[config.mk]
export PLATFORM = sky130hd
export DESIGN_NAME = doc_port_arbiter_flat
export DESIGN_NICKNAME = d
export VERILOG_FILES = /design/src/rtl/doc_port_arbiter_pkg.sv /design/src/rtl/doc_port_arbiter_if.sv /design/src/rtl/doc_port_arbiter_rr_arb2.sv /design/src/rtl/doc_port_arbiter.sv /design/src/flat_wrapper.sv
export SDC_FILE = /design/constraint.sdc
export NUM_CORES = 1
export LEC_CHECK = 0
export BUFFER_PORTS_ARGS = -buffer_cell sky130_fd_sc_hd__buf_2
export CORE_MARGIN = 10
export CORE_UTILIZATION = 38
export DETAILED_ROUTE_END_ITERATION = 8
export PLACE_DENSITY_LB_ADDON = 0.08
export REMOVE_ABC_BUFFERS = 1
export SLEW_MARGIN = 20
export SYNTH_ARGS = -nofsm -noshare
export SYNTH_HDL_FRONTEND = slang
export SYNTH_SLANG_ARGS = --single-unit
[constraint.sdc]
create_clock -name clk -period 1.7 [get_ports clk]
set_input_delay 0.34 -clock clk [delete_from_list [all_inputs] [get_ports clk]]
set_output_delay 0.34 -clock clk [all_outputs]
set_load 0.01 [all_outputs]
[src/rtl/doc_port_arbiter_pkg.sv]
// Shared definitions for the Document port arbiter slice.
//   - Default widths and the blank code for the Document text RAM.
//   - state_e: arbiter FSM states (IDLE serves requesters, CLEAR sweeps).
//   - req_e:   requester identity, used as the round-robin last-grant value.
package doc_arb_pkg;

    localparam int          ADDR_W_DEF     = 9;
    localparam int          DATA_W_DEF     = 8;
    localparam int          DEPTH_DEF      = 512;
    localparam logic [7:0]  BLANK_CODE_DEF = 8'h20;

    typedef enum logic {
        IDLE  = 1'b0,
        CLEAR = 1'b1
    } state_e;

    typedef enum logic {
        REQ_ED = 1'b0,
        REQ_RD = 1'b1
    } req_e;

endpackage

[src/rtl/doc_port_arbiter_if.sv]
// Bundle of every non-clock/reset signal of doc_port_arbiter.
//   slave  : seen from the arbiter (requests and mem_spo in; grants, bus, status out)
//   master : seen from the surrounding logic / bench (mirror of slave)
//   dbg_state exposes the arbiter FSM state for observation.
// Handshake: a requester raises req with stable addr/data and holds them until
// it sees gnt high at a rising edge; that edge performs the transaction and
// the requester may drop or change req right after it.
interface doc_port_arbiter_if
    import doc_arb_pkg::*;
#(
    parameter int ADDR_W = ADDR_W_DEF,
    parameter int DATA_W = DATA_W_DEF
);
    logic              clr_start;
    logic              clr_busy;
    logic              clr_done;
    logic              ed_req;
    logic [ADDR_W-1:0] ed_addr;
    logic [DATA_W-1:0] ed_data;
    logic              ed_gnt;
    logic              rd_req;
    logic [ADDR_W-1:0] rd_addr;
    logic              rd_gnt;
    logic [DATA_W-1:0] rd_data;
    logic              rd_valid;
    logic [ADDR_W-1:0] mem_a;
    logic [DATA_W-1:0] mem_d;
    logic              mem_we;
    logic [DATA_W-1:0] mem_spo;
    state_e            dbg_state;

    modport slave (
        input  clr_start, ed_req, ed_addr, ed_data, rd_req, rd_addr, mem_spo,
        output clr_busy, clr_done, ed_gnt, rd_gnt, rd_data, rd_valid,
               mem_a, mem_d, mem_we, dbg_state
    );

    modport master (
        output clr_start, ed_req, ed_addr, ed_data, rd_req, rd_addr, mem_spo,
        input  clr_busy, clr_done, ed_gnt, rd_gnt, rd_data, rd_valid,
               mem_a, mem_d, mem_we, dbg_state
    );
endinterface

[src/rtl/doc_port_arbiter_rr_arb2.sv]
// rr_arb2: two-way round-robin arbiter (editor vs reader).
// Ports:
//   clk, rst       clock, synchronous active-low reset
//   en             arbitration allowed this cycle (low while clearing / in reset)
//   req_ed, req_rd requests
//   gnt_ed, gnt_rd one-hot grants, combinational
// On a tie the requester that did not win last time is granted; the last-grant
// register resets to REQ_RD so the editor wins the first tie.
module rr_arb2
    import doc_arb_pkg::*;
(
    input  logic clk,
    input  logic rst,
    input  logic en,
    input  logic req_ed,
    input  logic req_rd,
    output logic gnt_ed,
    output logic gnt_rd
);
    req_e last_q;
    req_e last_d;

    always_comb begin
        gnt_ed = en && req_ed && (!req_rd || (last_q == REQ_RD));
        gnt_rd = en && req_rd && (!req_ed || (last_q == REQ_ED));
        last_d = last_q;
        if (gnt_ed) begin
            last_d = REQ_ED;
        end else if (gnt_rd) begin
            last_d = REQ_RD;
        end
    end

    always_ff @(posedge clk) begin
        if (!rst) begin
            last_q <= REQ_RD;
        end else begin
            last_q <= last_d;
        end
    end
endmodule

[src/rtl/doc_port_arbiter.sv]
// doc_port_arbiter: owns the single port of the Document text RAM and shares it
// between the editor (writes), the UART reader (reads) and a clear sequencer.
// Ports:
//   clk   system clock
//   rst   synchronous, active-low reset
//   bus   doc_port_arbiter_if.slave: clr_start/busy/done, editor and reader
//         handshakes, Document port (mem_a/mem_d/mem_we/mem_spo), dbg_state
// Optional macro DOC_ARB_CLEAR_ON_RESET_EN: reset enters CLEAR so the Document
// is blanked at power-up; undefined, reset enters IDLE and RAM is untouched.
module doc_port_arbiter
    import doc_arb_pkg::*;
#(
    parameter int               ADDR_W     = ADDR_W_DEF,
    parameter int               DATA_W     = DATA_W_DEF,
    parameter int               DEPTH      = DEPTH_DEF,
    parameter logic [DATA_W-1:0] BLANK_CODE = BLANK_CODE_DEF
)(
    input  logic clk,
    input  logic rst,
    doc_port_arbiter_if.slave bus
);
    localparam logic [ADDR_W-1:0] CLR_LAST = ADDR_W'(DEPTH - 1);
    localparam logic [ADDR_W:0]   DEPTH_W  = (ADDR_W + 1)'(DEPTH);

`ifdef DOC_ARB_CLEAR_ON_RESET_EN
    localparam state_e RESET_STATE = CLEAR;
`else
    localparam state_e RESET_STATE = IDLE;
`endif

    state_e            state_q,    state_d;
    logic [ADDR_W-1:0] clr_cnt_q,  clr_cnt_d;
    logic              clr_done_q, clr_done_d;
    logic [DATA_W-1:0] rd_data_q,  rd_data_d;
    logic              rd_valid_q, rd_valid_d;

    logic              arb_en;
    logic              gnt_ed;
    logic              gnt_rd;
    logic [ADDR_W-1:0] mem_a;
    logic [DATA_W-1:0] mem_d;
    logic              mem_we;

    // Grants are held off during reset so nothing touches the RAM in that cycle.
    assign arb_en = rst && (state_q == IDLE);

    rr_arb2 u_rr_arb2 (
        .clk    (clk),
        .rst    (rst),
        .en     (arb_en),
        .req_ed (bus.ed_req),
        .req_rd (bus.rd_req),
        .gnt_ed (gnt_ed),
        .gnt_rd (gnt_rd)
    );

    always_comb begin
        state_d    = state_q;
        clr_cnt_d  = clr_cnt_q;
        clr_done_d = 1'b0;
        rd_data_d  = rd_data_q;
        rd_valid_d = gnt_rd;
        mem_a      = '0;
        mem_d      = '0;
        mem_we     = 1'b0;
        case (state_q)
            IDLE: begin
                if (gnt_ed) begin
                    mem_a  = bus.ed_addr;
                    mem_d  = bus.ed_data;
                    // Out-of-range editor writes are granted but dropped.
                    mem_we = ({1'b0, bus.ed_addr} < DEPTH_W);
                end else if (gnt_rd) begin
                    mem_a     = bus.rd_addr;
                    rd_data_d = bus.mem_spo;
                end
                // The grant above is still served; the sweep starts next cycle.
                if (bus.clr_start) begin
                    state_d = CLEAR;
                end
            end
            CLEAR: begin
                mem_a  = clr_cnt_q;
                mem_d  = BLANK_CODE;
                mem_we = 1'b1;
                if (clr_cnt_q == CLR_LAST) begin
                    clr_cnt_d  = '0;
                    clr_done_d = 1'b1;
                    state_d    = IDLE;
                end else begin
                    clr_cnt_d = clr_cnt_q + ADDR_W'(1);
                end
            end
            default: begin
                state_d = IDLE;
            end
        endcase
        if (!rst) begin
            mem_a  = '0;
            mem_d  = '0;
            mem_we = 1'b0;
        end
    end

    always_ff @(posedge clk) begin
        if (!rst) begin
            state_q    <= RESET_STATE;
            clr_cnt_q  <= '0;
            clr_done_q <= 1'b0;
            rd_data_q  <= '0;
            rd_valid_q <= 1'b0;
        end else begin
            state_q    <= state_d;
            clr_cnt_q  <= clr_cnt_d;
            clr_done_q <= clr_done_d;
            rd_data_q  <= rd_data_d;
            rd_valid_q <= rd_valid_d;
        end
    end

    assign bus.mem_a     = mem_a;
    assign bus.mem_d     = mem_d;
    assign bus.mem_we    = mem_we;
    assign bus.ed_gnt    = gnt_ed;
    assign bus.rd_gnt    = gnt_rd;
    assign bus.rd_data   = rd_data_q;
    assign bus.rd_valid  = rd_valid_q;
    assign bus.clr_busy  = rst && (state_q == CLEAR);
    assign bus.clr_done  = clr_done_q;
    assign bus.dbg_state = state_q;
endmodule

[src/flat_wrapper.sv]
// flat-port wrapper written by rule: the top's interface ports become plain ports
module doc_port_arbiter_flat import doc_arb_pkg::*;
#(
    parameter int               ADDR_W     = ADDR_W_DEF,
    parameter int               DATA_W     = DATA_W_DEF,
    parameter int               DEPTH      = DEPTH_DEF,
    parameter logic [DATA_W-1:0] BLANK_CODE = BLANK_CODE_DEF
)
  (clk, rst, bus_clr_start, bus_ed_req, bus_ed_addr, bus_ed_data, bus_rd_req, bus_rd_addr, bus_mem_spo, bus_clr_busy, bus_clr_done, bus_ed_gnt, bus_rd_gnt, bus_rd_data, bus_rd_valid, bus_mem_a, bus_mem_d, bus_mem_we, bus_dbg_state);
  doc_port_arbiter_if #(.ADDR_W(ADDR_W), .DATA_W(DATA_W)) bus_i ();
  input  logic clk;
  input  logic rst;
  input wire logic [$bits(bus_i.clr_start)-1:0] bus_clr_start;
  input wire logic [$bits(bus_i.ed_req)-1:0] bus_ed_req;
  input wire logic [$bits(bus_i.ed_addr)-1:0] bus_ed_addr;
  input wire logic [$bits(bus_i.ed_data)-1:0] bus_ed_data;
  input wire logic [$bits(bus_i.rd_req)-1:0] bus_rd_req;
  input wire logic [$bits(bus_i.rd_addr)-1:0] bus_rd_addr;
  input wire logic [$bits(bus_i.mem_spo)-1:0] bus_mem_spo;
  output wire logic [$bits(bus_i.clr_busy)-1:0] bus_clr_busy;
  output wire logic [$bits(bus_i.clr_done)-1:0] bus_clr_done;
  output wire logic [$bits(bus_i.ed_gnt)-1:0] bus_ed_gnt;
  output wire logic [$bits(bus_i.rd_gnt)-1:0] bus_rd_gnt;
  output wire logic [$bits(bus_i.rd_data)-1:0] bus_rd_data;
  output wire logic [$bits(bus_i.rd_valid)-1:0] bus_rd_valid;
  output wire logic [$bits(bus_i.mem_a)-1:0] bus_mem_a;
  output wire logic [$bits(bus_i.mem_d)-1:0] bus_mem_d;
  output wire logic [$bits(bus_i.mem_we)-1:0] bus_mem_we;
  output wire logic [$bits(bus_i.dbg_state)-1:0] bus_dbg_state;
  assign bus_i.clr_start = bus_clr_start;
  assign bus_i.ed_req = bus_ed_req;
  assign bus_i.ed_addr = bus_ed_addr;
  assign bus_i.ed_data = bus_ed_data;
  assign bus_i.rd_req = bus_rd_req;
  assign bus_i.rd_addr = bus_rd_addr;
  assign bus_i.mem_spo = bus_mem_spo;
  assign bus_clr_busy = bus_i.clr_busy;
  assign bus_clr_done = bus_i.clr_done;
  assign bus_ed_gnt = bus_i.ed_gnt;
  assign bus_rd_gnt = bus_i.rd_gnt;
  assign bus_rd_data = bus_i.rd_data;
  assign bus_rd_valid = bus_i.rd_valid;
  assign bus_mem_a = bus_i.mem_a;
  assign bus_mem_d = bus_i.mem_d;
  assign bus_mem_we = bus_i.mem_we;
  assign bus_dbg_state = bus_i.dbg_state;
  doc_port_arbiter #(.ADDR_W(ADDR_W), .DATA_W(DATA_W), .DEPTH(DEPTH), .BLANK_CODE(BLANK_CODE)) u_core (.clk(clk), .rst(rst), .bus(bus_i));
endmodule
== Yosys cells after proc, flatten, opt, wreduce, memory -nomap -nowiden ==
Cells that the tools add are included.

* Add/sub/neg operators: 1
* Eq/ne operators: 1
* Muxes and demuxes: 17
* Bitwise logic cells: 3
* Reductions and logical operators: 13

{| class="wikitable"
|+ Operator list
! kind !! count
|-
| 9-bit two-way mux || 4
|-
| 9-bit case mux with 2 select lines || 1
|-
| 8-bit two-way mux || 2
|-
| 8-bit case mux with 2 select lines || 1
|-
| 9-bit by 1-bit adder with 9-bit output, second input constant || 1
|-
| 9-bit equality test, second input constant || 1
|-
| 1-bit two-way mux || 7
|-
| 1-bit logical AND || 6
|-
| 1-bit case mux with 2 select lines || 2
|-
| 1-bit inverter || 3
|-
| 3-bit AND reduction || 1
|-
| 1-bit logical NOT || 2
|-
| 1-bit logical OR || 2
|-
| 2-bit AND reduction || 1
|-
| 2-bit nonzero test || 1
|}

* Register bits after elaboration: 21
* Input bits: 39
* Logic and storage cells: 41

== Longest topological paths before layout ==
* Depth after elaboration: 8
* Mapped depth: 7

== Hierarchy ==
Synthesis repeated with hierarchy kept, for this count alone.

* Cells, all modules: 136
* Area total of the unflattened synthesis: 1148.6 µm²

{| class="wikitable"
|+ By module, submodules not included
! module !! instances !! cells an instance !! area each (µm²) !! sequential area each (µm²)
|-
| doc_port_arbiter || 1 || 128 || 1092.3 || 400.4
|-
| rr_arb2 || 1 || 8 || 56.3 || 20.0
|}

== Worst setup path after synthesis ==
OpenSTA, ideal clock, no wires.

* Path kind: register -> output
* Start point: register u_core.state_q (netlist: u_core.bus.dbg_state)
* End point: output port bus_mem_a[7]
* Data arrival time: 1.400 ns
* Required time: 1.360 ns
* Setup slack: -0.040 ns
* Stages on the path, launching flop included: 6
* Path buffers: 2
* Path through: dfxtp_1 > nor2b_2 > and3_1 > buf_2 > buf_6 > a221o_1

* Word-level cells in the longest chain between the ends: 8
* Elaborated cells between the ends (all ways): 10
* Classes of those cells: mux (4); bitwise (1); reduce/logical (5)

{| class="wikitable"
|+ Ends and longest elaborated chain
! element !! RTL line !! text
|-
| start: declaration || doc_port_arbiter.sv:31 || <nowiki>state_e state_q, state_d;</nowiki>
|-
| start signal: assignment || doc_port_arbiter.sv:113 || <nowiki>state_q <= state_d;</nowiki>
|-
| 1-bit inverter || doc_port_arbiter.sv:45 || <nowiki>assign arb_en = rst && (state_q == IDLE);</nowiki>
|-
| 1-bit logical AND || doc_port_arbiter.sv:45 ||
|-
| 1-bit logical AND (2 in a row) || doc_port_arbiter_rr_arb2.sv:25 || <nowiki>gnt_rd = en && req_rd && (!req_ed || (last_q == REQ_ED));</nowiki>
|-
| named net bus_rd_gnt || flat_wrapper.sv:23 || <nowiki>output wire logic [$bits(bus_i.rd_gnt)-1:0] bus_rd_gnt;</nowiki>
|-
| 9-bit two-way mux || doc_port_arbiter.sv:73 || <nowiki>end else if (gnt_rd) begin</nowiki>
|-
| 9-bit two-way mux || doc_port_arbiter.sv:68 || <nowiki>if (gnt_ed) begin</nowiki>
|-
| 9-bit case mux with 2 select lines || doc_port_arbiter.sv:66 || <nowiki>case (state_q)</nowiki>
|-
| 9-bit two-way mux || doc_port_arbiter.sv:98 || <nowiki>if (!rst) begin</nowiki>
|-
| end: declaration || flat_wrapper.sv:26 || <nowiki>output wire logic [$bits(bus_i.mem_a)-1:0] bus_mem_a;</nowiki>
|}

The timed path passes the listed nets, and every way through them passes these cells.

== Final worst setup path ==
* Start point: register u_core.state_q (netlist: u_core.bus.dbg_state)
* End point: output port bus_mem_d[2]

* Word-level cells in the longest chain between the ends: 7

{| class="wikitable"
|+ Ends and longest elaborated chain
! element !! RTL line !! text
|-
| 1-bit inverter || doc_port_arbiter.sv:45, doc_port_arbiter.sv:66 ||
|-
| 1-bit logical AND || doc_port_arbiter.sv:45 ||
|-
| 1-bit logical AND (2 in a row) || doc_port_arbiter_rr_arb2.sv:24 || <nowiki>gnt_ed = en && req_ed && (!req_rd || (last_q == REQ_RD));</nowiki>
|-
| 8-bit two-way mux || doc_port_arbiter.sv:68 ||
|-
| 8-bit case mux with 2 select lines (*) || doc_port_arbiter.sv:66 ||
|-
| 8-bit two-way mux (*) || doc_port_arbiter.sv:98 ||
|-
| end: declaration || flat_wrapper.sv:27 || <nowiki>output wire logic [$bits(bus_i.mem_d)-1:0] bus_mem_d;</nowiki>
|}

Every way passes the cells marked *; elsewhere a longest branch is shown, timed or not.

==> metrics <==
synth top area cells dfxtp_1, a221o_1, mux2i_1; layout cells sized above 1 a little over half; met2 wire len 1760 µm; Gate Count Post-Synth 130; Root Driver clkbuf_4; routed wire length between 3000 and 4000 µm; initial detailed-routing violation count 31; GRT Util Overall 12.63%; Final setup viols 18; Yosys reg bits 21; Max Freq around 540 MHz; mapped cell area 0.001135 mm²; Clk Latency, worst-skew pair 290 ps; fin nets 261; Ys Warns 0; CTS Buffer Depth 2; EDFF count, synth 0; status complete, but fails checks; post-synth top area share 37.05%; Worst Tran Pin Value 286.6 ps; Max Cap Violations 0; die area around 0.0056 mm²; Pwr per Cell Area 583.2 mW/mm²; CTS Sinks 21; asr flop ratio synth 0%; max_slew headroom around four fifths; ys flop type dfxtp_1; area grow syn2layout 57.77%; first-pass GRT wire length 5671 µm; DRC violations left 0; number of antenna repair diodes 0; RR Startpoint u_core.clr_cnt_q[0]; core area approximately 0.0028 mm²; pin count of the biggest net entering global routing 23; Routed WL per cell between 15 and 20 µm; failing checks negative setup slack; total number of vias 1,285; grt ovf 0; Port Buf Inserts 70; post-route ant nets 0; top sig layer met4; wl on met1 1576 µm; Tcrit/Tclk final 108.9%; most area-hungry cell type in the Yosys netlist dfxtp_1; routed vias/inst around 5; CTS Hold Bufs 0; Final Max Slew Viols 0; Max Clock Skew 3.701 ps; RSZ-0062 raised after global routing true; DR pass1 iterations 4; Final min period 1852 ps; worst hold start bus_mem_spo[2]; Setup WS post-layout -151.5 ps; H-tree depth 1; Hold Path Class primary input to register; Startpoint Class register; DIE WIDTH 74.65 µm; Fin. Hold Viols 0; syn_area_per_cell around 8.7 µm²; Final Wtd Congestion roughly 0.74; register area share after synthesis between 30% and 40%; TritonCTS clock tree built; Worst VDD drop 0.0004094 V; Leak around 0.00095 µW; commonest cells after routing, fill and taps aside buf_2, dfxtp_1, buf_4; Total Power 1044 µW; Worst EP required 1360 ps; initial antenna violation count 0; CP Capture Type primary output; Crit Path Category register to primary output; Cell variety after synth 32; vias in the first global route around 1,300; Inserted Clock Buffers 3; Initial Util approximately 40%; die height between 70 and 80 µm; routed wl met3 476 µm; commonest non-fill, non-tap cell in the layout buf_2; post-route setup TNS -2135 ps; Worst Setup SP u_core.bus.dbg_state; Worst Path Max Fanout 7; Critical Path AT 1510 ps; clock transition at the registers of the reported paths between 100 and 150 ps; standard-cell rows 19; io pins 71; Detail Placement HPWL around 3000 µm
==> flip-flops by register name, summed over array words and instances (netlist names) <==
| name | count |
|---|---|
| u_core.u_rr_arb2.last_q | 1 |
| u_core.bus.dbg_state | 1 |
| u_core.clr_cnt_q | 9 |
| u_core.bus.rd_valid | 1 |
| u_core.bus.clr_done | 1 |
| u_core.bus.rd_data | 8 |
==> metal layers <==
layer / vias to the layer above / track usage [%]
li1: 637 / -
met1: 588 / 13.72
met2: 58 / 22.48
met3: 2 / 4.993
met4: 0 / 3.151
met5: - / 0
==> final timing paths <==
path,end,depth (start not counted),slack [ps]
min,u_core.bus.rd_data[2],3,280
max,bus_mem_d[2],5,-150
max reg2reg,u_core.clr_cnt_q[6],7,90
min reg2reg,u_core.bus.rd_data[4],2,460
==> cells in the mapped netlist, types with 3 or more instances <==
| cell type | n |
|---|---|
| and3_1 | 12 |
| a221o_1 | 9 |
| dfxtp_1 | 21 |
| o21ai_0 | 3 |
| nand2_1 | 16 |
| xor2_1 | 3 |
| and2_1 | 8 |
| mux2i_1 | 9 |
| clkbuf_1 | 4 |
| nor2_1 | 5 |
| nand2b_1 | 4 |
| a21oi_1 | 4 |
| inv_1 | 8 |
==> metrics by stage <==
step	util (%)	instances	setup WS, ps	instance area [µm²]	hold slack (ps)
final	63.83	250	-151.5	1790	276.3
after global routing	63.83	250	-222.6	1790	268.9
after CTS	61.42	249	-185.8	1723	263.1
after detailed placement	58.30	242	-39.69	1635	452.0
after global placement	58.30	242	-20.82	1635	440.6
after floorplan	-	123	-290.8	1099	401.9
==> final cells by class <==
class                   count  area [µm²]
flip-flops and latches     21       429.2
well taps                  31       38.79
fillers                   259        1015
multi-input cells          94       708.2
inverters                   9       33.78
repair buffers             91       554.3
clock buffers               4       26.28
==> cells by family after synthesis <==
group	count (synthesis)	share of synthesized area (%)
simple gates	59	30.43
flops	21	37.04
compound gates	19	12.90
buf+inv	16	6.174
mux	10	8.931
xor+xnor	3	2.316
fa+ha+maj	2	2.205
==> power by group <==
part           total, µW  switching, µW  internal, µW
Sequential           528           15.0           513
Clock                232            141          91.1
Combinational        284            131           153
Total               1040            287           757
==> repair_timing <==
action                                  CTS  global route
setup buffers                             2             1
gates resized for setup                  11            18
hold endpoints to repair                  0             0
gates cloned                              1             1
pin swaps                                16             9
endpoints found under the setup margin   20            27
==> critical path: stages (launching register included) <==
cell and delay [ps]:
dfxtp_4 380, nor4b_4 350, buf_6 180, buf_6 100, and2_4 130, buf_6 90
No activity file was read; power rests on OpenSTA's default activity.
